`src/rtl/sram_arbiter_if.sv`:
```
// Bundle of the two cache-side master ports, the SRAM-side port and the
// arbiter status outputs. The arbiter connects through the slave modport;
// the environment (masters + SRAM model) uses the master modport.
interface sram_arbiter_if;
  // master 0 (instruction cache)
  logic        i_m0_req;
  logic [31:0] i_m0_addr;
  logic        i_m0_wr_en;
  logic [31:0] i_m0_wdata;
  logic [31:0] o_m0_rdata;
  logic        o_m0_ready;
  // master 1 (data cache)
  logic        i_m1_req;
  logic [31:0] i_m1_addr;
  logic        i_m1_wr_en;
  logic [31:0] i_m1_wdata;
  logic [31:0] o_m1_rdata;
  logic        o_m1_ready;
  // shared SRAM
  logic        o_sram_req;
  logic [31:0] o_sram_addr;
  logic        o_sram_wr_en;
  logic [31:0] o_sram_wdata;
  logic [31:0] i_sram_rdata;
  logic        i_sram_ready;
  // status
  logic [1:0]  o_grant;
  logic        o_err;

  modport slave (
    input  i_m0_req, i_m0_addr, i_m0_wr_en, i_m0_wdata,
    input  i_m1_req, i_m1_addr, i_m1_wr_en, i_m1_wdata,
    input  i_sram_rdata, i_sram_ready,
    output o_m0_rdata, o_m0_ready, o_m1_rdata, o_m1_ready,
    output o_sram_req, o_sram_addr, o_sram_wr_en, o_sram_wdata,
    output o_grant, o_err
  );

  modport master (
    output i_m0_req, i_m0_addr, i_m0_wr_en, i_m0_wdata,
    output i_m1_req, i_m1_addr, i_m1_wr_en, i_m1_wdata,
    output i_sram_rdata, i_sram_ready,
    input  o_m0_rdata, o_m0_ready, o_m1_rdata, o_m1_ready,
    input  o_sram_req, o_sram_addr, o_sram_wr_en, o_sram_wdata,
    input  o_grant, o_err
  );
endinterface

```
`src/rtl/sram_arbiter.sv`:
```
// Round-robin, lock-while-requesting arbiter sharing one SRAM between the
// instruction cache (m0) and the data cache (m1). The owner keeps the bus for
// as long as it holds req, so multi-transaction sequences are never split.
// A sticky error flags an owner transaction stalled for TIMEOUT_CYC cycles.
module sram_arbiter #(
  parameter int unsigned TIMEOUT_CYC = 1024
) (
  input logic           i_clk,
  input logic           i_reset,
  sram_arbiter_if.slave bus
);

  typedef enum logic [1:0] {
    IDLE = 2'b00,
    OWN0 = 2'b01,
    OWN1 = 2'b10
  } state_e;

  localparam logic [15:0] TIMEOUT_W  = 16'(TIMEOUT_CYC);
  localparam logic        TIMEOUT_EN = (TIMEOUT_CYC != 32'd0);

  state_e      state_q, state_d;
  logic        last_q, last_d;   // 1'b0 = m0 released last, 1'b1 = m1
  logic [15:0] cnt_q, cnt_d;
  logic        err_q, err_d;

  logic        sram_req_s;
  logic [31:0] sram_addr_s;
  logic        sram_wr_en_s;
  logic [31:0] sram_wdata_s;
  logic        m0_ready_s;
  logic        m1_ready_s;
  logic        stall_s;
  logic [1:0]  grant_s;

  // State, round-robin history, stall counter and sticky error registers.
  always_ff @(posedge i_clk or posedge i_reset) begin
    if (i_reset) begin
      state_q <= IDLE;
      last_q  <= 1'b1;
      cnt_q   <= 16'd0;
      err_q   <= 1'b0;
    end else begin
      state_q <= state_d;
      last_q  <= last_d;
      cnt_q   <= cnt_d;
      err_q   <= err_d;
    end
  end

  // Next owner: round-robin from IDLE, hold while owner requests, hand off on release.
  always_comb begin
    state_d = state_q;
    last_d  = last_q;
    case (state_q)
      IDLE: begin
        if (bus.i_m0_req && bus.i_m1_req) begin
          state_d = last_q ? OWN0 : OWN1;
        end else if (bus.i_m0_req) begin
          state_d = OWN0;
        end else if (bus.i_m1_req) begin
          state_d = OWN1;
        end else begin
          state_d = IDLE;
        end
      end
      OWN0: begin
        if (!bus.i_m0_req) begin
          last_d  = 1'b0;
          state_d = bus.i_m1_req ? OWN1 : IDLE;
        end else begin
          state_d = OWN0;
        end
      end
      OWN1: begin
        if (!bus.i_m1_req) begin
          last_d  = 1'b1;
          state_d = bus.i_m0_req ? OWN0 : IDLE;
        end else begin
          state_d = OWN1;
        end
      end
      default: begin
        state_d = IDLE;
      end
    endcase
  end

  // Combinational SRAM bus mux and ready routing to the current owner only.
  always_comb begin
    sram_req_s   = 1'b0;
    sram_addr_s  = 32'd0;
    sram_wr_en_s = 1'b0;
    sram_wdata_s = 32'd0;
    m0_ready_s   = 1'b0;
    m1_ready_s   = 1'b0;
    stall_s      = 1'b0;
    grant_s      = 2'b00;
    case (state_q)
      OWN0: begin
        sram_req_s   = bus.i_m0_req;
        sram_addr_s  = bus.i_m0_addr;
        sram_wr_en_s = bus.i_m0_wr_en;
        sram_wdata_s = bus.i_m0_wdata;
        m0_ready_s   = bus.i_sram_ready & bus.i_m0_req;
        stall_s      = bus.i_m0_req & ~bus.i_sram_ready;
        grant_s      = 2'b01;
      end
      OWN1: begin
        sram_req_s   = bus.i_m1_req;
        sram_addr_s  = bus.i_m1_addr;
        sram_wr_en_s = bus.i_m1_wr_en;
        sram_wdata_s = bus.i_m1_wdata;
        m1_ready_s   = bus.i_sram_ready & bus.i_m1_req;
        stall_s      = bus.i_m1_req & ~bus.i_sram_ready;
        grant_s      = 2'b10;
      end
      default: begin
        sram_req_s = 1'b0;
      end
    endcase
  end

  // Stall counter (saturating) and sticky timeout flag; a timeout keeps the grant.
  always_comb begin
    cnt_d = 16'd0;
    err_d = err_q;
    if (stall_s) begin
      cnt_d = (cnt_q == 16'hFFFF) ? cnt_q : (cnt_q + 16'd1);
    end else begin
      cnt_d = 16'd0;
    end
    if (TIMEOUT_EN && (cnt_d == TIMEOUT_W)) begin
      err_d = 1'b1;
    end else begin
      err_d = err_q;
    end
  end

  assign bus.o_sram_req   = sram_req_s;
  assign bus.o_sram_addr  = sram_addr_s;
  assign bus.o_sram_wr_en = sram_wr_en_s;
  assign bus.o_sram_wdata = sram_wdata_s;
  assign bus.o_m0_ready   = m0_ready_s;
  assign bus.o_m1_ready   = m1_ready_s;
  assign bus.o_m0_rdata   = bus.i_sram_rdata;
  assign bus.o_m1_rdata   = bus.i_sram_rdata;
  assign bus.o_grant      = grant_s;
  assign bus.o_err        = err_q;

endmodule
```
`src/flat_wrapper.sv`:
```
// flat-port wrapper written by rule: the top's interface ports become plain ports
module sram_arbiter_flat 
#(
  parameter int unsigned TIMEOUT_CYC = 1024
)
  (i_clk, i_reset, bus_i_m0_req, bus_i_m0_addr, bus_i_m0_wr_en, bus_i_m0_wdata, bus_i_m1_req, bus_i_m1_addr, bus_i_m1_wr_en, bus_i_m1_wdata, bus_i_sram_rdata, bus_i_sram_ready, bus_o_m0_rdata, bus_o_m0_ready, bus_o_m1_rdata, bus_o_m1_ready, bus_o_sram_req, bus_o_sram_addr, bus_o_sram_wr_en, bus_o_sram_wdata, bus_o_grant, bus_o_err);
  sram_arbiter_if bus_i ();
  input logic i_clk;
  input logic i_reset;
  input wire logic [$bits(bus_i.i_m0_req)-1:0] bus_i_m0_req;
  input wire logic [$bits(bus_i.i_m0_addr)-1:0] bus_i_m0_addr;
  input wire logic [$bits(bus_i.i_m0_wr_en)-1:0] bus_i_m0_wr_en;
  input wire logic [$bits(bus_i.i_m0_wdata)-1:0] bus_i_m0_wdata;
  input wire logic [$bits(bus_i.i_m1_req)-1:0] bus_i_m1_req;
  input wire logic [$bits(bus_i.i_m1_addr)-1:0] bus_i_m1_addr;
  input wire logic [$bits(bus_i.i_m1_wr_en)-1:0] bus_i_m1_wr_en;
  input wire logic [$bits(bus_i.i_m1_wdata)-1:0] bus_i_m1_wdata;
  input wire logic [$bits(bus_i.i_sram_rdata)-1:0] bus_i_sram_rdata;
  input wire logic [$bits(bus_i.i_sram_ready)-1:0] bus_i_sram_ready;
  output wire logic [$bits(bus_i.o_m0_rdata)-1:0] bus_o_m0_rdata;
  output wire logic [$bits(bus_i.o_m0_ready)-1:0] bus_o_m0_ready;
  output wire logic [$bits(bus_i.o_m1_rdata)-1:0] bus_o_m1_rdata;
  output wire logic [$bits(bus_i.o_m1_ready)-1:0] bus_o_m1_ready;
  output wire logic [$bits(bus_i.o_sram_req)-1:0] bus_o_sram_req;
  output wire logic [$bits(bus_i.o_sram_addr)-1:0] bus_o_sram_addr;
  output wire logic [$bits(bus_i.o_sram_wr_en)-1:0] bus_o_sram_wr_en;
  output wire logic [$bits(bus_i.o_sram_wdata)-1:0] bus_o_sram_wdata;
  output wire logic [$bits(bus_i.o_grant)-1:0] bus_o_grant;
  output wire logic [$bits(bus_i.o_err)-1:0] bus_o_err;
  assign bus_i.i_m0_req = bus_i_m0_req;
  assign bus_i.i_m0_addr = bus_i_m0_addr;
  assign bus_i.i_m0_wr_en = bus_i_m0_wr_en;
  assign bus_i.i_m0_wdata = bus_i_m0_wdata;
  assign bus_i.i_m1_req = bus_i_m1_req;
  assign bus_i.i_m1_addr = bus_i_m1_addr;
  assign bus_i.i_m1_wr_en = bus_i_m1_wr_en;
  assign bus_i.i_m1_wdata = bus_i_m1_wdata;
  assign bus_i.i_sram_rdata = bus_i_sram_rdata;
  assign bus_i.i_sram_ready = bus_i_sram_ready;
  assign bus_o_m0_rdata = bus_i.o_m0_rdata;
  assign bus_o_m0_ready = bus_i.o_m0_ready;
  assign bus_o_m1_rdata = bus_i.o_m1_rdata;
  assign bus_o_m1_ready = bus_i.o_m1_ready;
  assign bus_o_sram_req = bus_i.o_sram_req;
  assign bus_o_sram_addr = bus_i.o_sram_addr;
  assign bus_o_sram_wr_en = bus_i.o_sram_wr_en;
  assign bus_o_sram_wdata = bus_i.o_sram_wdata;
  assign bus_o_grant = bus_i.o_grant;
  assign bus_o_err = bus_i.o_err;
  sram_arbiter #(.TIMEOUT_CYC(TIMEOUT_CYC)) u_core (.i_clk(i_clk), .i_reset(i_reset), .bus(bus_i));
endmodule
```
`config.mk`:
```
export PLATFORM = sky130hd
export DESIGN_NAME = sram_arbiter_flat
export DESIGN_NICKNAME = d
export VERILOG_FILES = /design/src/rtl/sram_arbiter_if.sv /design/src/rtl/sram_arbiter.sv /design/src/flat_wrapper.sv
export SDC_FILE = /design/constraint.sdc
export NUM_CORES = 1
export LEC_CHECK = 0
export BUFFER_PORTS_ARGS = -buffer_cell sky130_fd_sc_hd__buf_2
export CORE_AREA = 2 2 119 121
export DETAILED_ROUTE_END_ITERATION = 10
export DIE_AREA = 0 0 121 123
export GPL_ROUTABILITY_DRIVEN = 0
export REMOVE_ABC_BUFFERS = 1
export SETUP_SLACK_MARGIN = 0.4
export SKIP_CTS_REPAIR_TIMING = 1
export SLEW_MARGIN = 10
export SYNTH_ARGS = -nofsm -noshare
export SYNTH_HDL_FRONTEND = slang
export SYNTH_SLANG_ARGS = --single-unit
export TNS_END_PERCENT = 5
```
`constraint.sdc`:
```
create_clock -name i_clk -period 4.3 [get_ports i_clk]
set_input_delay 0.215 -clock i_clk [delete_from_list [all_inputs] [get_ports i_clk]]
set_output_delay 0.215 -clock i_clk [all_outputs]
set_load 0.01 [all_outputs]
```
Word-level counts from Yosys, hierarchy flattened
Cells that the tools add are included.
W data, S select, Z words.
Operators by class
  add/subtract/negate cells: 1
  $mul: 0
  divide/modulo/power cells: 0
  $lt $le $gt $ge: 0
  equality and inequality tests: 6
  shift-type cells: 0
  multiplexer cells: 20
  bitwise operators: 5
  reductions and logical operators: 4
Operators by type and width (count)
  $pmux W32 S2: 2
  $mux W16: 2
  $add A16 B1 Y16 const B: 1
  $eq A16 B11 Y1 const B: 1
  $eq A16 B16 Y1 const B: 1
  $mux W2: 5
  $pmux W1 S2: 4
  $pmux W2 S3: 1
  $mux W1: 5
  $and A1 B1 Y1: 4
  $ne A2 B2 Y1 const B: 2
  $pmux W2 S2: 1
  $reduce_and A3 Y1: 1
  $eq A2 B1 Y1 const B: 1
  $eq A2 B2 Y1 const B: 1
  $logic_not A2 Y1: 1
  $reduce_bool A2 Y1: 1
  $logic_and A1 B1 Y1: 1
  $not A1 Y1: 1
Word-level totals
  register bits after elaboration: 20
  bits in latches: 0
  RAM bits: 0
  memory bits (read-only): 0
  input bits: 167
  output and inout port bits: 135
  logic and storage cells: 40
  memories: 0

Depth between registers and ports, before layout
  word-level depth: 5
  gate-level depth with buffers: 10
  mapped depth without buffers: 8

Worst setup path after synthesis
Ideal clock, no wire load.
  kind: flip-flop to flip-flop
  start: register u_core.state_q[0]
  end: register u_core.err_q, in the netlist u_core.bus.o_err
  setup time: 120 ps
  arrival time: 1972 ps
  data required time: 4180 ps
  setup slack: 2208 ps
  stages on the path, launching flop included: 9
  path buffers: 2
  period minus slack after synthesis: 2092 ps
  cell sequence: dfrtp_1 inv_1 ha_1 buf_2 mux2i_1 or3b_1 clkbuf_2 or3_1 a41o_1
On the way
  cells in the longest elaborated chain, start to end: 4
  elaborated cells between the ends (all ways): 5
  classes of those cells: eq/ne: 3; mux: 2
RTL lines
  start, declared: line sram_arbiter.sv:22  | state_e state_q, state_d;
  start signal, assigned: line sram_arbiter.sv:44  | state_q <= state_d;
  $eq A2 B2 Y1 or $eq A2 B1 Y1 (tied branches): line sram_arbiter.sv:99  | case (state_q)
  $pmux W1 S2 (*): line sram_arbiter.sv:99
  $mux W16 (*): line sram_arbiter.sv:128  | if (stall_s) begin
  $eq A16 B11 Y1 (*): line sram_arbiter.sv:133  | if (TIMEOUT_EN && (cnt_d == TIMEOUT_W)) begin
  end signal, assigned: line sram_arbiter.sv:47  | err_q <= err_d;
  end, declared: line sram_arbiter.sv:25  | logic err_q, err_d;
Mark *: on every way between the ends. The rest lies on a longest branch, timed or not.
A chain may end at the register's enable or synchronous reset.

Worst setup path in the final report
  start: register u_core.state_q[1]
  end: output bus_o_sram_wdata[16]
On the way
  cells in the longest elaborated chain, start to end: 2
  elaborated cells between the ends (all ways): 3
  classes of those cells: eq/ne: 2; mux: 1
RTL lines
  $eq A2 B2 Y1 or $eq A2 B1 Y1 (tied branches): line sram_arbiter.sv:99
  $pmux W32 S2 (*): line sram_arbiter.sv:99
  end, declared: line flat_wrapper.sv:27  | output wire logic [$bits(bus_i.o_sram_wdata)-1:0] bus_o_sram_wdata;
Marked as above.

==> results.md <==
- The flow ran to the end, and the final reports show no timing, DRC or antenna violations.
- The count of warnings emitted by yosys is 0.
- The number of antenna violations at the first check in global routing is 3.
- The design draws 0.00185 W.
- The initial DRC count is 194.
- The number of cells traversed by the worst register-to-register path is 8.
- The number of nets with antenna violations after detailed routing is 0.
- The flop-to-flop setup slack is 1760 ps.
- The synthesized design contains 20 register bits.
- The maximum clock rate is 0.379 GHz.
- After detailed routing, no signal wire sits above met5.
- Summing every instance area after synthesis gives 2880 um2.
- The clock buffer count from CTS is 3.
- The area enclosed by the die boundary is 14900 um2.
- The later pin in the worst-skew pair is clocked with a latency of 250 ps.
- The worst-case clock buffer depth is 2.
- Cells with a size suffix above 1 make up 46.0% of the layout.
- The met3 wirelength from detailed routing is 2.50 mm.
- The count of different cell masters after synthesis is 48.
- The highest-delay cell along the critical path is ha_2.
- After detailed routing, the average wire length per cell comes to 21.1 um.
- The share of synthesized registers carrying an async set or reset is 100%.
- Setup repair after global routing left no endpoint under its margin.
- The number of pins exceeding their max-slew limit in the final report is 0.
- The number of clock sinks is 20.
- The y dimension of the die is 123 um.
- The clock slew seen by the registers of the worst setup and hold paths is 60 ps.
- The boundary pin count is 302.
- The HPWL after detailed placement is 11.5 mm.
- The post-synthesis average cell area is 7.70 um2.
- The via count of the first global-routing pass came to 2980.
- Entering global routing, the biggest net connects 72 pins.
- After detailed routing, the total wire length is 14.2 mm.
- The critical register-to-register path startpoint is u_core.state_q[0]$_DFF_PP0_.
- The clock tree from TritonCTS is built.
- On the worst path, the slowest cell contributes a delay of 620 ps.
- CTS built an H-tree with a depth of 1.
- The slew at the pin closest to its max-slew limit is 792 ps.
- The top cell type by area accounts for 17.5% of the synthesized area.
- Fill cells in the final layout number 1509.
- The number of vias after detailed routing is 3290.
- After detailed routing, the number of remaining DRC violations is 0.
- Across the routed clock network, the largest skew measured is 1.40 ps.
- IR analysis of the VDD net gives a maximum drop of 259 uV.
- The most frequent cell after synthesis is buf_4.
- The number of enable flip-flop cells after synthesis is 0.
- The worst path uses 61.4% of the clock period.
- The pre-antenna-repair detailed-routing pass consisted of 4 iterations.
- The horizontal die dimension is 121 um.
- The reg-to-reg critical path endpoint is u_core.bus.o_err$_DFFE_PP0N_.
- The final global-route overflow total is 0.
- The first global-routing pass estimated 18.9 mm of wire.
- The count of standard-cell rows is 43.
- The initial utilization of the core area, before any placement, comes to 21.2%.
- For this run, the register share of the synthesized area comes to 17.4%.
- In the detailed route, the total length drawn on met2 is 5.50 mm.
- The biggest area contributor in the post-synthesis netlist is buf_4.
- The critical path start-end classification is reg -> out.
- The most frequently used flop master after synthesis is dfrtp_1.
- The worst setup path is captured at an output pin.
- The worst path needs 2640 ps of the cycle, external delays included.
- For the final routed database, the setup TNS stands at 0 ps.
- By area the synthesized netlist is led by buf_4, a22oi_1, dfrtp_1.
- The arrival time reported for the critical path endpoint is 2430 ps.
- In the global route stage, overall resource usage came out at 17.3%.
- The floorplan step defined a core boundary enclosing 13600 um2.
- For the worst setup path, the data required time is 4090 ps.
- The cell area power density is 509 nW/um2.
- The number of vias per cell is 4.89.
- The number of input and output port buffers inserted is 205.
- The detailed router put a total of 6.07 mm of wire on met1.
- The path class of the lowest-slack min-delay path is in -> async.
- Headroom to the max-slew limit came out at 47.2%.
- Setup violations remaining at the end of the flow were counted as 0.
- The static leakage is 1.74 nW.
- The nature of the critical path startpoint is a register.
- The clock root buffer is clkbuf_16.
- After synthesis, the most frequently instantiated cells are buf_4, a22oi_1, nor2b_1.
- The number of maximum-capacitance violations is 0.
- The number of nets in the layout is 666.
- The area overhead of the layout relative to synthesis is 26.1%.
- The final-report hold violation count was 0.
- Of all nets on the critical path, the largest fanout is 37.
- The synthesized instance count is 374.
- Traced cell by cell, the critical path runs through inv_1, ha_2, buf_4, a22oi_1, nor2b_1, buf_2.
## registers in the layout, summed over array words and instances (netlist names)
signal,cells
u_core.last_q,1
u_core.cnt_q,16
u_core.state_q,2
u_core.bus.o_err,1
## worst max-delay path: cells and delay by family, from the launching register on
family	cells	cell delay, ps
buffers and inverters	3	750
and+or+nand+nor	1	180
DFF	1	410
adders and majority gates	1	620
AOI/OAI and AO/OA	1	200
## cell families (layout without fill, tap and decap cells)
logic type	after synthesis	after routing	share of synthesized area [%]
compound gates	95	95	23.5
simple gates	141	141	30.9
other cells	0	2	0
buf+inv	103	220	22.5
xor+xnor	4	4	1.22
fa+ha+maj	7	7	3.04
mux	4	4	1.39
flops	20	20	17.4
## layout by cell type (no fill, tap or decap), types with 2 or more instances in the layout
master and instances:
a21oi_1 12, a22oi_1 66, a31oi_1 2, a41o_1 2
and3_1 6, and4_1 2, buf_2 205, buf_4 3
clkbuf_16 3, dfrtp_1 19, diode_2 2, ha_1 5
ha_2 2, inv_1 8, mux2i_1 4, nand2_1 6
nand3_1 13, nand4_1 3, nand4_4 2, nor2_1 16
nor2b_1 66, nor3_1 3, nor3_2 2, nor3b_1 5
nor4_1 4, o21ai_0 6, or3_1 3, xnor2_1 3
## final cells by class
cell class                      instances  area, um2  area share [%]
Multi-Input combinational cell        251       1740            47.7
Clock buffer                            4       88.8            2.44
Antenna cell                            2       5.00           0.138
Sequential cell                        20        502            13.8
Timing Repair Buffer                  208       1050            28.8
Inverter                                8       30.0           0.826
Tap cell                              180        225            6.20
## how the worst max path moves through the flow
stage	from	end	slack, ps	depth (start not counted)
after floorplan	u_core.state_q[0]$_DFF_PP0_	u_core.bus.o_err$_DFFE_PP0N_	940	8
after CTS	u_core.state_q[1]$_DFF_PP0_	bus_o_sram_wdata[16]	1590	6
after global routing	u_core.state_q[1]$_DFF_PP0_	bus_o_sram_wdata[16]	1470	6
after detailed placement	u_core.state_q[0]$_DFF_PP0_	u_core.bus.o_err$_DFFE_PP0N_	1810	8
after global placement	u_core.state_q[0]$_DFF_PP0_	u_core.bus.o_err$_DFFE_PP0N_	1870	8
final	u_core.state_q[1]$_DFF_PP0_	bus_o_sram_wdata[16]	1660	6
## through the flow
stage | hold slack (ps) | util [%] | setup WS [ps] | instance area, um2 | instances
2_1_floorplan | 178 | - | 940 | 2260 | 279
3_5_place_dp | 414 | 26.0 | 1810 | 3540 | 667
5_1_grt | 188 | 26.7 | 1470 | 3630 | 672
3_3_place_gp | 410 | 26.0 | 1870 | 3540 | 667
4_1_cts | 132 | 26.7 | 1590 | 3630 | 671
6_report | 102 | 26.7 | 1660 | 3630 | 673
## metal layers
layer,track usage [%],vias up
met5,3.47,-
met4,1.96,2
met3,12.5,10
met2,23.0,239
met1,22.7,1529
li1,-,1510
## where the power goes
part | leakage, nW | total [W] | internal (W) | switching, W
clock | 0.0442 | 0.000215 | 0.000142 | 0.0000728
sequential | 0.274 | 0.000228 | 0.000209 | 0.0000191
combinational | 1.43 | 0.00141 | 0.000588 | 0.000820
total | 1.74 | 0.00185 | 0.000938 | 0.000912
Note: power is estimated with default switching activity, not from simulation.
